==> config.mk <==
export PLATFORM = sky130hd
export DESIGN_NAME = ser_align_meas
export DESIGN_NICKNAME = d
export VERILOG_FILES = /design/src/rtl/ser_align_meas.sv
export SDC_FILE = /design/constraint.sdc
export NUM_CORES = 1
export LEC_CHECK = 0
export CELL_PAD_IN_SITES_DETAIL_PLACEMENT = 0
export CELL_PAD_IN_SITES_GLOBAL_PLACEMENT = 2
export CORE_MARGIN = 2
export CORE_UTILIZATION = 38
export DETAILED_ROUTE_END_ITERATION = 6
export HOLD_SLACK_MARGIN = 0.08
export PLACE_DENSITY_LB_ADDON = 0.3
export SETUP_SLACK_MARGIN = 0.4
export SLEW_MARGIN = 40
export SYNTH_ARGS = -nofsm -noshare
export SYNTH_HDL_FRONTEND = slang
export SYNTH_SLANG_ARGS = --single-unit
==> constraint.sdc <==
create_clock -name clk -period 2.7 [get_ports clk]
set_input_delay 0.54 -clock clk [delete_from_list [all_inputs] [get_ports clk]]
set_output_delay 0.54 -clock clk [all_outputs]
set_load 0.005 [all_outputs]
==> src/rtl/ser_align_meas.sv <==
// Symbol-error-rate measurement with automatic reference/received stream alignment.
// Optional saturating lifetime totals are enabled by defining SER_ALIGN_TOTALS_EN.
module ser_align_meas #(
  parameter int unsigned SYM_WIDTH     = 2,
  parameter int unsigned MAX_DELAY     = 15,
  parameter int unsigned DELAY_W       = 4,
  parameter int unsigned WIN_LOG2      = 10,
  parameter int unsigned LOCK_THRESH   = 16,
  parameter int unsigned UNLOCK_THRESH = 256
) (
  input  logic                 clk,
  input  logic                 reset,
  input  logic                 clk_en,
  input  logic [SYM_WIDTH-1:0] tx_sym,
  input  logic [SYM_WIDTH-1:0] rx_sym,
  input  logic                 start,
  input  logic                 manual_mode,
  input  logic [DELAY_W-1:0]   manual_delay,
  output logic [DELAY_W-1:0]   delay_sel,
  output logic                 sym_error,
  output logic [WIN_LOG2:0]    err_count,
  output logic                 win_done,
  output logic                 locked,
`ifdef SER_ALIGN_TOTALS_EN
  output logic                 search_wrapped,
  output logic [31:0]          total_errs,
  output logic [31:0]          total_syms
`else
  output logic                 search_wrapped
`endif
);

  typedef enum logic [1:0] {ST_SETTLE, ST_SEARCH, ST_TRACK, ST_MANUAL} state_t;

  localparam int unsigned IDX_W = (MAX_DELAY > 0) ? $clog2(MAX_DELAY + 1) : 1;
  localparam logic [DELAY_W-1:0] LP_MAX    = DELAY_W'(MAX_DELAY);
  localparam logic [WIN_LOG2:0]  LP_LOCK   = (WIN_LOG2 + 1)'(LOCK_THRESH);
  localparam logic [WIN_LOG2:0]  LP_UNLOCK = (WIN_LOG2 + 1)'(UNLOCK_THRESH);

  state_t                r_state, w_state_nxt;
  logic [DELAY_W-1:0]    r_delay, w_delay_nxt, w_man_delay, w_delay_inc;
  logic                  r_locked, w_locked_nxt;
  logic                  r_wrapped, w_wrapped_nxt;
  logic                  r_settle, w_settle_nxt;
  logic                  r_bad, w_bad_nxt;

  logic [SYM_WIDTH-1:0]  r_dline [MAX_DELAY+1];
  logic                  r_sym_err;
  logic [WIN_LOG2-1:0]   r_sym_cnt;
  logic [WIN_LOG2:0]     r_acc, r_err_count, w_win_err;
  logic                  r_win_done;
  logic                  w_win_end, w_start;
  logic [IDX_W-1:0]      w_tap;

  assign w_man_delay = (manual_delay > LP_MAX) ? LP_MAX : manual_delay;
  assign w_delay_inc = (r_delay == LP_MAX) ? '0 : r_delay + DELAY_W'(1);
  assign w_tap       = r_delay[IDX_W-1:0];
  assign w_win_end   = clk_en && (r_state != ST_SETTLE) && (r_sym_cnt == '1);
  assign w_win_err   = r_acc + (WIN_LOG2 + 1)'(r_sym_err);
  assign w_start     = start && !manual_mode;

  always_ff @(posedge clk) begin
    if (reset) begin
      for (int unsigned i = 0; i <= MAX_DELAY; i++) r_dline[i] <= '0;
      r_sym_err <= 1'b0;
    end else if (clk_en) begin
      r_dline[0] <= tx_sym;
      for (int unsigned i = 1; i <= MAX_DELAY; i++) r_dline[i] <= r_dline[i-1];
      r_sym_err <= (rx_sym != r_dline[w_tap]);
    end
  end

  // The accumulator lags the compare by one symbol, so the closing window adds the live sym_error.
  always_ff @(posedge clk) begin
    if (reset) begin
      r_sym_cnt   <= '0;
      r_acc       <= '0;
      r_err_count <= '0;
      r_win_done  <= 1'b0;
    end else begin
      r_win_done <= 1'b0;
      if (r_state == ST_SETTLE) begin
        r_sym_cnt <= '0;
        r_acc     <= '0;
      end else if (clk_en) begin
        if (r_sym_cnt == '1) begin
          r_err_count <= w_win_err;
          r_win_done  <= 1'b1;
          r_acc       <= '0;
          r_sym_cnt   <= '0;
        end else begin
          r_acc     <= w_win_err;
          r_sym_cnt <= r_sym_cnt + WIN_LOG2'(1);
        end
      end
    end
  end

  always_comb begin
    w_state_nxt   = r_state;
    w_delay_nxt   = r_delay;
    w_locked_nxt  = r_locked;
    w_wrapped_nxt = r_wrapped;
    w_settle_nxt  = r_settle;
    w_bad_nxt     = r_bad;
    if (manual_mode) begin
      w_locked_nxt = 1'b0;
      w_bad_nxt    = 1'b0;
      if ((r_delay != w_man_delay) || (r_state == ST_SEARCH) || (r_state == ST_TRACK)) begin
        w_delay_nxt  = w_man_delay;
        w_state_nxt  = ST_SETTLE;
        w_settle_nxt = 1'b0;
      end else if ((r_state == ST_SETTLE) && clk_en) begin
        if (r_settle) begin
          w_state_nxt  = ST_MANUAL;
          w_settle_nxt = 1'b0;
        end else begin
          w_settle_nxt = 1'b1;
        end
      end
    end else if ((r_state == ST_MANUAL) || w_start) begin
      w_delay_nxt  = '0;
      w_locked_nxt = 1'b0;
      w_bad_nxt    = 1'b0;
      w_state_nxt  = ST_SETTLE;
      w_settle_nxt = 1'b0;
      if (w_start) w_wrapped_nxt = 1'b0;
    end else begin
      case (r_state)
        ST_SETTLE: begin
          if (clk_en) begin
            if (r_settle) begin
              w_settle_nxt = 1'b0;
              w_state_nxt  = r_locked ? ST_TRACK : ST_SEARCH;
            end else begin
              w_settle_nxt = 1'b1;
            end
          end
        end
        ST_SEARCH: begin
          if (w_win_end) begin
            if (w_win_err < LP_LOCK) begin
              w_locked_nxt = 1'b1;
              w_bad_nxt    = 1'b0;
              w_state_nxt  = ST_TRACK;
            end else begin
              w_delay_nxt  = w_delay_inc;
              if (r_delay == LP_MAX) w_wrapped_nxt = 1'b1;
              w_state_nxt  = ST_SETTLE;
              w_settle_nxt = 1'b0;
            end
          end
        end
        ST_TRACK: begin
          if (w_win_end) begin
            if (w_win_err >= LP_UNLOCK) begin
              if (r_bad) begin
                w_locked_nxt = 1'b0;
                w_bad_nxt    = 1'b0;
                w_delay_nxt  = w_delay_inc;
                w_state_nxt  = ST_SETTLE;
                w_settle_nxt = 1'b0;
              end else begin
                w_bad_nxt = 1'b1;
              end
            end else begin
              w_bad_nxt = 1'b0;
            end
          end
        end
        default: ;
      endcase
    end
  end

  always_ff @(posedge clk) begin
    if (reset) begin
      r_state   <= ST_SETTLE;
      r_delay   <= '0;
      r_locked  <= 1'b0;
      r_wrapped <= 1'b0;
      r_settle  <= 1'b0;
      r_bad     <= 1'b0;
    end else begin
      r_state   <= w_state_nxt;
      r_delay   <= w_delay_nxt;
      r_locked  <= w_locked_nxt;
      r_wrapped <= w_wrapped_nxt;
      r_settle  <= w_settle_nxt;
      r_bad     <= w_bad_nxt;
    end
  end

  assign delay_sel      = r_delay;
  assign sym_error      = r_sym_err;
  assign err_count      = r_err_count;
  assign win_done       = r_win_done;
  assign locked         = r_locked;
  assign search_wrapped = r_wrapped;

`ifdef SER_ALIGN_TOTALS_EN
  logic [31:0] r_total_errs, r_total_syms;

  always_ff @(posedge clk) begin
    if (reset || w_start) begin
      r_total_errs <= '0;
      r_total_syms <= '0;
    end else if (clk_en && (r_state != ST_SETTLE)) begin
      if (r_total_syms != '1) r_total_syms <= r_total_syms + 32'd1;
      if (r_sym_err && (r_total_errs != '1)) r_total_errs <= r_total_errs + 32'd1;
    end
  end

  assign total_errs = r_total_errs;
  assign total_syms = r_total_syms;
`endif

endmodule

==> results of run 1 <==
-- per-stage QoR --
step | instances | power (mW) | worst slack [ns] | utilization [%]
after global routing | 574 | 2.84 | 0.366 | 46.7
after detailed placement | 554 | 1.79 | 0.0648 | 43.7
final | 574 | 2.71 | 0.484 | 46.7
after floorplan | 398 | 1.66 | 0.524 | -
after CTS | 571 | 2.73 | 0.405 | 46.1
after global placement | 554 | 1.79 | 0.141 | 43.7
-- logic make-up after synthesis --
family	share of synthesized area, %
simple gates	19.9
buf+inv	4.33
flops	47.2
mux	6.39
fa+ha+maj	2.46
xor+xnor	4.73
compound gates	14.9
-- repair_timing --
| action | 4_1_cts | 5_1_grt |
|---|---|---|
| endpoints found under the hold margin | 0 | 0 |
| buffers inserted | 1 | 3 |
| setup endpoints to repair | 12 | 14 |
| gates cloned | 0 | 0 |
| pin swaps | 2 | 4 |
| resized for setup | 11 | 7 |
-- metal layers --
| layer | vias up | track usage [%] | wire, um |
|---|---|---|---|
| li1 | 1526 | - | - |
| met4 | 0 | 6.04 | 108 |
| met5 | - | 0 | 0 |
| met2 | 60 | 23.7 | 3890 |
| met3 | 10 | 2.42 | 393 |
| met1 | 1467 | 25.4 | 4570 |
-- cells in the final DEF, fill, tap and decap left out, drive strengths merged, types with 2 or more instances in the layout --
cell type | synthesis | layout
or3 | 2 | 2
mux2i | 2 | 2
a221oi | 3 | 3
o22ai | 5 | 5
mux4 | 9 | 9
clkinv | 0 | 3
a211oi | 11 | 11
nor2 | 43 | 43
a21oi | 21 | 21
edfxtp | 32 | 32
o31ai | 2 | 2
a2111oi | 2 | 2
nand2 | 23 | 23
and3 | 4 | 4
clkbuf | 11 | 9
dfxtp | 48 | 48
a31oi | 2 | 2
xor2 | 7 | 7
and2 | 23 | 23
clkdlybuf4s50 | 0 | 31
inv | 11 | 13
nor3 | 11 | 11
o21ai | 19 | 19
nor4 | 3 | 3
buf | 14 | 18
o22a | 6 | 6
nand3 | 10 | 10
a41oi | 2 | 2
xnor2 | 15 | 15
a32o | 2 | 2
ha | 8 | 8
nand4 | 6 | 6
nor2b | 18 | 18
and4 | 5 | 5
-- synthesized netlist by cell type, types with 5 or more instances --
cell type	instances	area share, %
o22a_1	6	1.3
a211oi_1	11	2.0
nor3_1	11	1.4
clkbuf_1	11	1.0
edfxtp_1	32	24
nor2_1	43	4.0
xnor2_1	15	3.2
nand4_1	6	0.92
and4_1	5	1.1
nand3_1	9	1.1
nand2_1	23	2.1
a21oi_1	21	2.6
and2_1	23	3.5
o21ai_0	16	2.0
xor2_1	7	1.5
inv_1	11	1.0
ha_1	8	2.5
dfxtp_1	48	24
o22ai_1	5	0.77
nor2b_1	18	2.8
buf_2	9	1.1
mux4_1	7	4.5
-- worst max-delay path, stage by stage (launching register included) --
cell and delay (ns):
dfxtp_1 0.35, ha_4 0.19, ha_4 0.18, and3_4 0.19, buf_4 0.15, nor3_1 0.16, a31o_2 0.21, and4_1 0.25
a21boi_1 0.10, a2111oi_2 0.34
-- flip-flops by register name, summed over array words and instances, names as in the netlist, 2 cells and up, named ones only --
name and flops:
delay_sel 4, err_count 11, r_acc 11, r_dline 32, r_state 2, r_sym_cnt 10
-- path summary, 6_finish.rpt --
kind,start,cells past startpoint,slack (ns),end
max,sym_error$_SDFFE_PP0P_,9,0.48,r_settle$_SDFFE_PP0P_
min,err_count[1]$_SDFFE_PP0P_,2,0.47,err_count[1]$_SDFFE_PP0P_
min reg2reg,err_count[1]$_SDFFE_PP0P_,2,0.47,err_count[1]$_SDFFE_PP0P_
max reg2reg,sym_error$_SDFFE_PP0P_,9,0.48,r_settle$_SDFFE_PP0P_
-- layout make-up --
type | instances | area, um^2
Clock inverter | 7 | 78.8
Fill cell | 1039 | 5530
Inverter | 11 | 41.3
Timing Repair Buffer | 49 | 445
Sequential cell | 80 | 1920
Tap cell | 136 | 170
Clock buffer | 9 | 124
Multi-Input combinational cell | 282 | 2060
-- power by group --
part           internal [mW]  total, mW  leakage, nW  switching [mW]
combinational          0.193      0.407        0.851           0.214
sequential              1.32       1.38        0.743          0.0576
clock                  0.437      0.927       0.0994           0.490
total                   1.95       2.71         1.69           0.762
==> results by group, run 1 <==
Outcome
  • Status: complete, no violations

Cells and area
  • ANT cells: 0
  • Nets: 454
  • Share of cells above drive strength 1: 13.5%
  • Final Cell Area: 0.00484 mm^2
  • Area delta synth->final: 19.0%

STA
  • Max Freq: 451 MHz
  • Max-slew violation count: 0
  • RSZ-0062 raised after global routing: true
  • Max_slew headroom: 49.6%
  • Worst Tran Pin Value: 0.757 ns
  • Final worst path period share: 82.1%
  • Final Critical Period: 2.22 ns
  • Layout Skew: just over 0.007 ns
  • Setup TNS: 0 ns
  • Final setup viols: 0
  • Final hold slack: 0.470 ns
  • Final Hold Vio Count: 0

Logic synthesis
  • Syn avg cell area: 10.2 um^2
  • Net Count, Synth: 419
  • Async SR Flop Fraction: 0%
  • Main synth FF type: dfxtp_1
  • Post-synth EDFFs: 32
  • Register area share after synthesis: 47.2%
  • Syn Inst Count: 398
  • Synth cell types: 58
  • Mapped Area: 0.00407 mm^2
  • Synth warnings: 0
  • Flops & latches, synth: 80

Global route
  • Antenna violations before repair: 0
  • GRT Total Usage: 16.6%
  • Global-route wire length before repair: 15.1 mm
  • Vias in the first global route: 2,971
  • Grt ovf: 0
  • Largest net degree at the start of global routing: 34

Routing
  • Final wirelength: between 8 and 9 mm
  • Wire per inst: ~16 um
  • Post-DRT Antenna Nets: 0
  • Routed vias/inst: 5.34
  • DRC viols: 0
  • Initial DRC Count: roughly 160
  • Vias: 3,063
  • First-pass iteration count of the detailed router: 4

Clock network
  • Clock transition at the registers of the reported paths: 0.09 ns
  • Clock Tree Buf Depth: 2
  • Clk sink count: 80
  • Num CTS Buffers: 9
  • Cts hold-fix bufs: 0
  • CTS H-tree lvls: 3
  • Worst-Skew Late Latency: 0.35 ns
  • Clk root buf: clkbuf_8
  • CTS tree: built

Flow run
  • Max cap viols: 0

Placement
  • Dpl cell area: 0.00453 mm^2
  • Hpwl dp: 6.14 mm
  • Port Buffer Count: 31
  • Routability cong.: roughly 0.84

Worst setup path
  • Crit path launch type: flip-flop
  • Critical path arrival: 2.47 ns
  • Worst-path fanout max: 5
  • Worst setup path class: reg -> reg
  • Req. time, crit path: around 3.0 ns
  • Crit. End Element: flip-flop

Power and ir drop
  • Leak: 1.69 nW
  • Maximum VDD drop: 0.000230 V
  • Pwr/cell area: 559 mW/mm^2

Min path
  • Worst min-delay path class: reg -> reg

Die
  • Rows: 37
  • Core Region: between 0.01 and 0.015 mm^2
  • Die area: 0.0116 mm^2
  • I/O Pins: 32
  • Die height: 108 um
  • Die X: around 110 um
  • Initial core utilization: roughly two fifths
(Power assumes the default switching activity.)
==> run 2: changes to the inputs <==
==> constraint.sdc (replaced) <==
create_clock -name clk -period 2.04 [get_ports clk]
set_input_delay 0.408 -clock clk [delete_from_list [all_inputs] [get_ports clk]]
set_output_delay 0.408 -clock clk [all_outputs]
set_load 0.005 [all_outputs]
==> results by group, run 2 (synthesized netlist as in run 1, its figures left out) <==
Clock network
  • CTS H-tree lvls: 3 (unchanged)
  • CTS tree: built (unchanged)
  • Clk root buf: clkbuf_8 (unchanged)
  • Num CTS Buffers: 9 (unchanged)
  • Clock transition at the registers of the reported paths: 0.08 ns (was 0.09 ns)
  • Cts hold-fix bufs: 0 (unchanged)
  • Clk sink count: 80 (unchanged)
  • Worst-Skew Late Latency: 0.37 ns (was 0.35 ns)
  • Clock Tree Buf Depth: 2 (unchanged)

STA
  • Final Critical Period: 2.05 ns (was 2.22 ns)
  • Max Freq: 488 MHz (was 451 MHz)
  • Final worst path period share: 100% (was 82.1%)
  • Final Hold Vio Count: 0 (unchanged)
  • Worst Tran Pin Value: 0.340 ns (was 0.757 ns)
  • RSZ-0062 raised after global routing: true (unchanged)
  • Setup TNS: -0.00834 ns (was 0 ns)
  • Layout Skew: 0.00967 ns (was 0.00728 ns)
  • Max-slew violation count: 0 (unchanged)
  • Worst setup margin: -0.00834 ns (was 0.484 ns)
  • Max_slew headroom: 77.1% (was 49.6%)
  • Final setup viols: 1 (was 0)

Min path
  • Worst min-delay path class: reg -> reg (unchanged)

Die
  • Initial core utilization: 39.3% (unchanged)
  • Rows: 37 (unchanged)
  • Die area: 0.0116 mm^2 (unchanged)
  • Core Region: 0.0104 mm^2 (unchanged)
  • I/O Pins: 32 (unchanged)
  • Die X: 108 um (unchanged)
  • Die height: 108 um (unchanged)

Routing
  • Post-DRT Antenna Nets: 0 (unchanged)
  • Wire per inst: 15.4 um (was 15.6 um)
  • Routed wl met2: 5.03 mm (was 3.89 mm)
  • Vias: 3,332 (was 3,063)
  • Routed vias/inst: 5.17 (was 5.34)
  • Top layer in use: met4 (unchanged)
  • Final wirelength: 9.89 mm (was 8.97 mm)
  • Initial DRC Count: 83 (was 159)
  • First-pass iteration count of the detailed router: 6 (was 4)
  • DRC viols: 0 (unchanged)
  • DR WL met3: 289 um (was 393 um)
  • M1 wire length: 4.44 mm (was 4.57 mm)

Worst setup path
  • Crit. End Element: flip-flop (unchanged)
  • Crit path launch type: flip-flop (unchanged)
  • Worst-path fanout max: 6 (was 5)
  • Critical path arrival: 2.31 ns (was 2.47 ns)
  • Worst setup path class: reg -> reg (unchanged)
  • Req. time, crit path: 2.31 ns (was 2.96 ns)

Cells and area
  • Flip-flop count of the largest register after layout: 32 (unchanged)
  • Final Core Density: 55.4% (was 46.7%)
  • Largest register by flop count: r_dline (unchanged)
  • Area of the multi-input gates: 0.00231 mm^2 (was 0.00206 mm^2)
  • Most common cell after layout, fill and taps aside: buf_4 (was dfxtp_1)
  • ANT cells: 0 (unchanged)
  • Layout fillers: 948 (was 1,039)
  • Area delta synth->final: 41.0% (was 19.0%)
  • Commonest non-fill, non-tap cells in the layout: buf_4, nor2_1, edfxtp_1 (was dfxtp_1, nor2_1, edfxtp_1)
  • Share of cells above drive strength 1: 37.2% (was 13.5%)
  • Nets: 524 (was 454)
  • Reg area: 0.00196 mm^2 (was 0.00192 mm^2)

Outcome
  • Status: complete, but fails checks (was complete, no violations)
  • Violated checks: setup timing

Global route
  • Largest net degree at the start of global routing: 34 (unchanged)
  • Grt ovf: 0 (unchanged)
  • Antenna violations before repair: 0 (unchanged)
  • Global-route wire length before repair: 15.8 mm (was 15.1 mm)
  • Vias in the first global route: 3,296 (was 2,971)
  • GRT Total Usage: 17.6% (was 16.6%)

Placement
  • Routability cong.: 0.818 (was 0.840)
  • Hpwl dp: 6.76 mm (was 6.14 mm)
  • Port Buffer Count: 31 (unchanged)

Power and ir drop
  • Maximum VDD drop: 0.000368 V (was 0.000230 V)
  • Pwr/cell area: 646 mW/mm^2 (was 559 mW/mm^2)
  • Leak: 2.27 nW (was 1.69 nW)

Flow run
  • Max cap viols: 0 (unchanged)
-- run 2: report_power, final --
part           internal, mW  total (mW)  switching, mW
clock network         0.566        1.16          0.591
registers              1.75        1.81         0.0636
logic                 0.394       0.741          0.347
-- run 2: layer usage --
layer	vias to the layer above	track usage, %
met5	-	0
met4	0	5.95
met1	1617	20.7
met2	41	30.6
li1	1663	-
met3	11	5.15
-- run 2: stage by stage --
step / area, um^2 / power, mW / cells / hold WS (ns) / setup WS (ns)
floorplan: 4160 / 2.22 / 398 / 0.453 / 0.112
global placement: 5030 / 2.50 / 606 / 0.457 / -0.207
detailed placement: 5030 / 2.51 / 606 / 0.449 / -0.267
CTS: 5420 / 3.72 / 632 / 0.461 / -0.00456
global route: 5740 / 3.89 / 644 / 0.480 / -0.117
finish: 5740 / 3.71 / 644 / 0.458 / -0.00834
-- run 2: final timing paths --
| kind | depth (start not counted) | end | slack (ns) | start |
|---|---|---|---|---|
| max reg2reg | 10 | flip-flop | -0.008 | sym_error$_SDFFE_PP0P_ |
| min reg2reg | 2 | err_count[0]$_SDFFE_PP0P_ | 0.46 | err_count[0]$_SDFFE_PP0P_ |
| min | 2 | err_count[0]$_SDFFE_PP0P_ | 0.46 | err_count[0]$_SDFFE_PP0P_ |
| max | 10 | flip-flop | -0.008 | sym_error$_SDFFE_PP0P_ |
-- run 2: what timing repair did --
item,in CTS,in global routing
setup endpoints to repair,40,45
setup buffers,10,10
cloned,0,2
gates resized for setup,51,64
pin swaps,29,31
-- run 2: layout make-up --
type                       count  share of cell area, %
clock buffer                  11                   2.29
clock inverter                 5                   1.02
inverter                      11                  0.719
multi-input combinational    282                   40.2
sequential                    80                   34.2
tap                          136                   2.96
timing repair buffer         119                   18.6
-- run 2: critical path: stages (launching register included) --
cell and delay, ns:
dfxtp_4 0.37, ha_4 0.16, ha_4 0.16, and3_4 0.24
nor3_2 0.05, a31o_2 0.27, a41oi_4 0.20, buf_6 0.13
nor2_1 0.03, buf_4 0.15, o22a_1 0.18
==> run 3: changes to the inputs <==
--- a/config.mk
+++ b/config.mk
@@ -9,6 +9,7 @@
 export CELL_PAD_IN_SITES_GLOBAL_PLACEMENT = 2
 export CORE_MARGIN = 2
 export CORE_UTILIZATION = 38
+export CTS_CLUSTER_SIZE = 24
 export DETAILED_ROUTE_END_ITERATION = 6
 export HOLD_SLACK_MARGIN = 0.08
 export PLACE_DENSITY_LB_ADDON = 0.3
==> results of run 3 <==
Same layout as run 2: the final DEF is identical, and so are final timing and power.
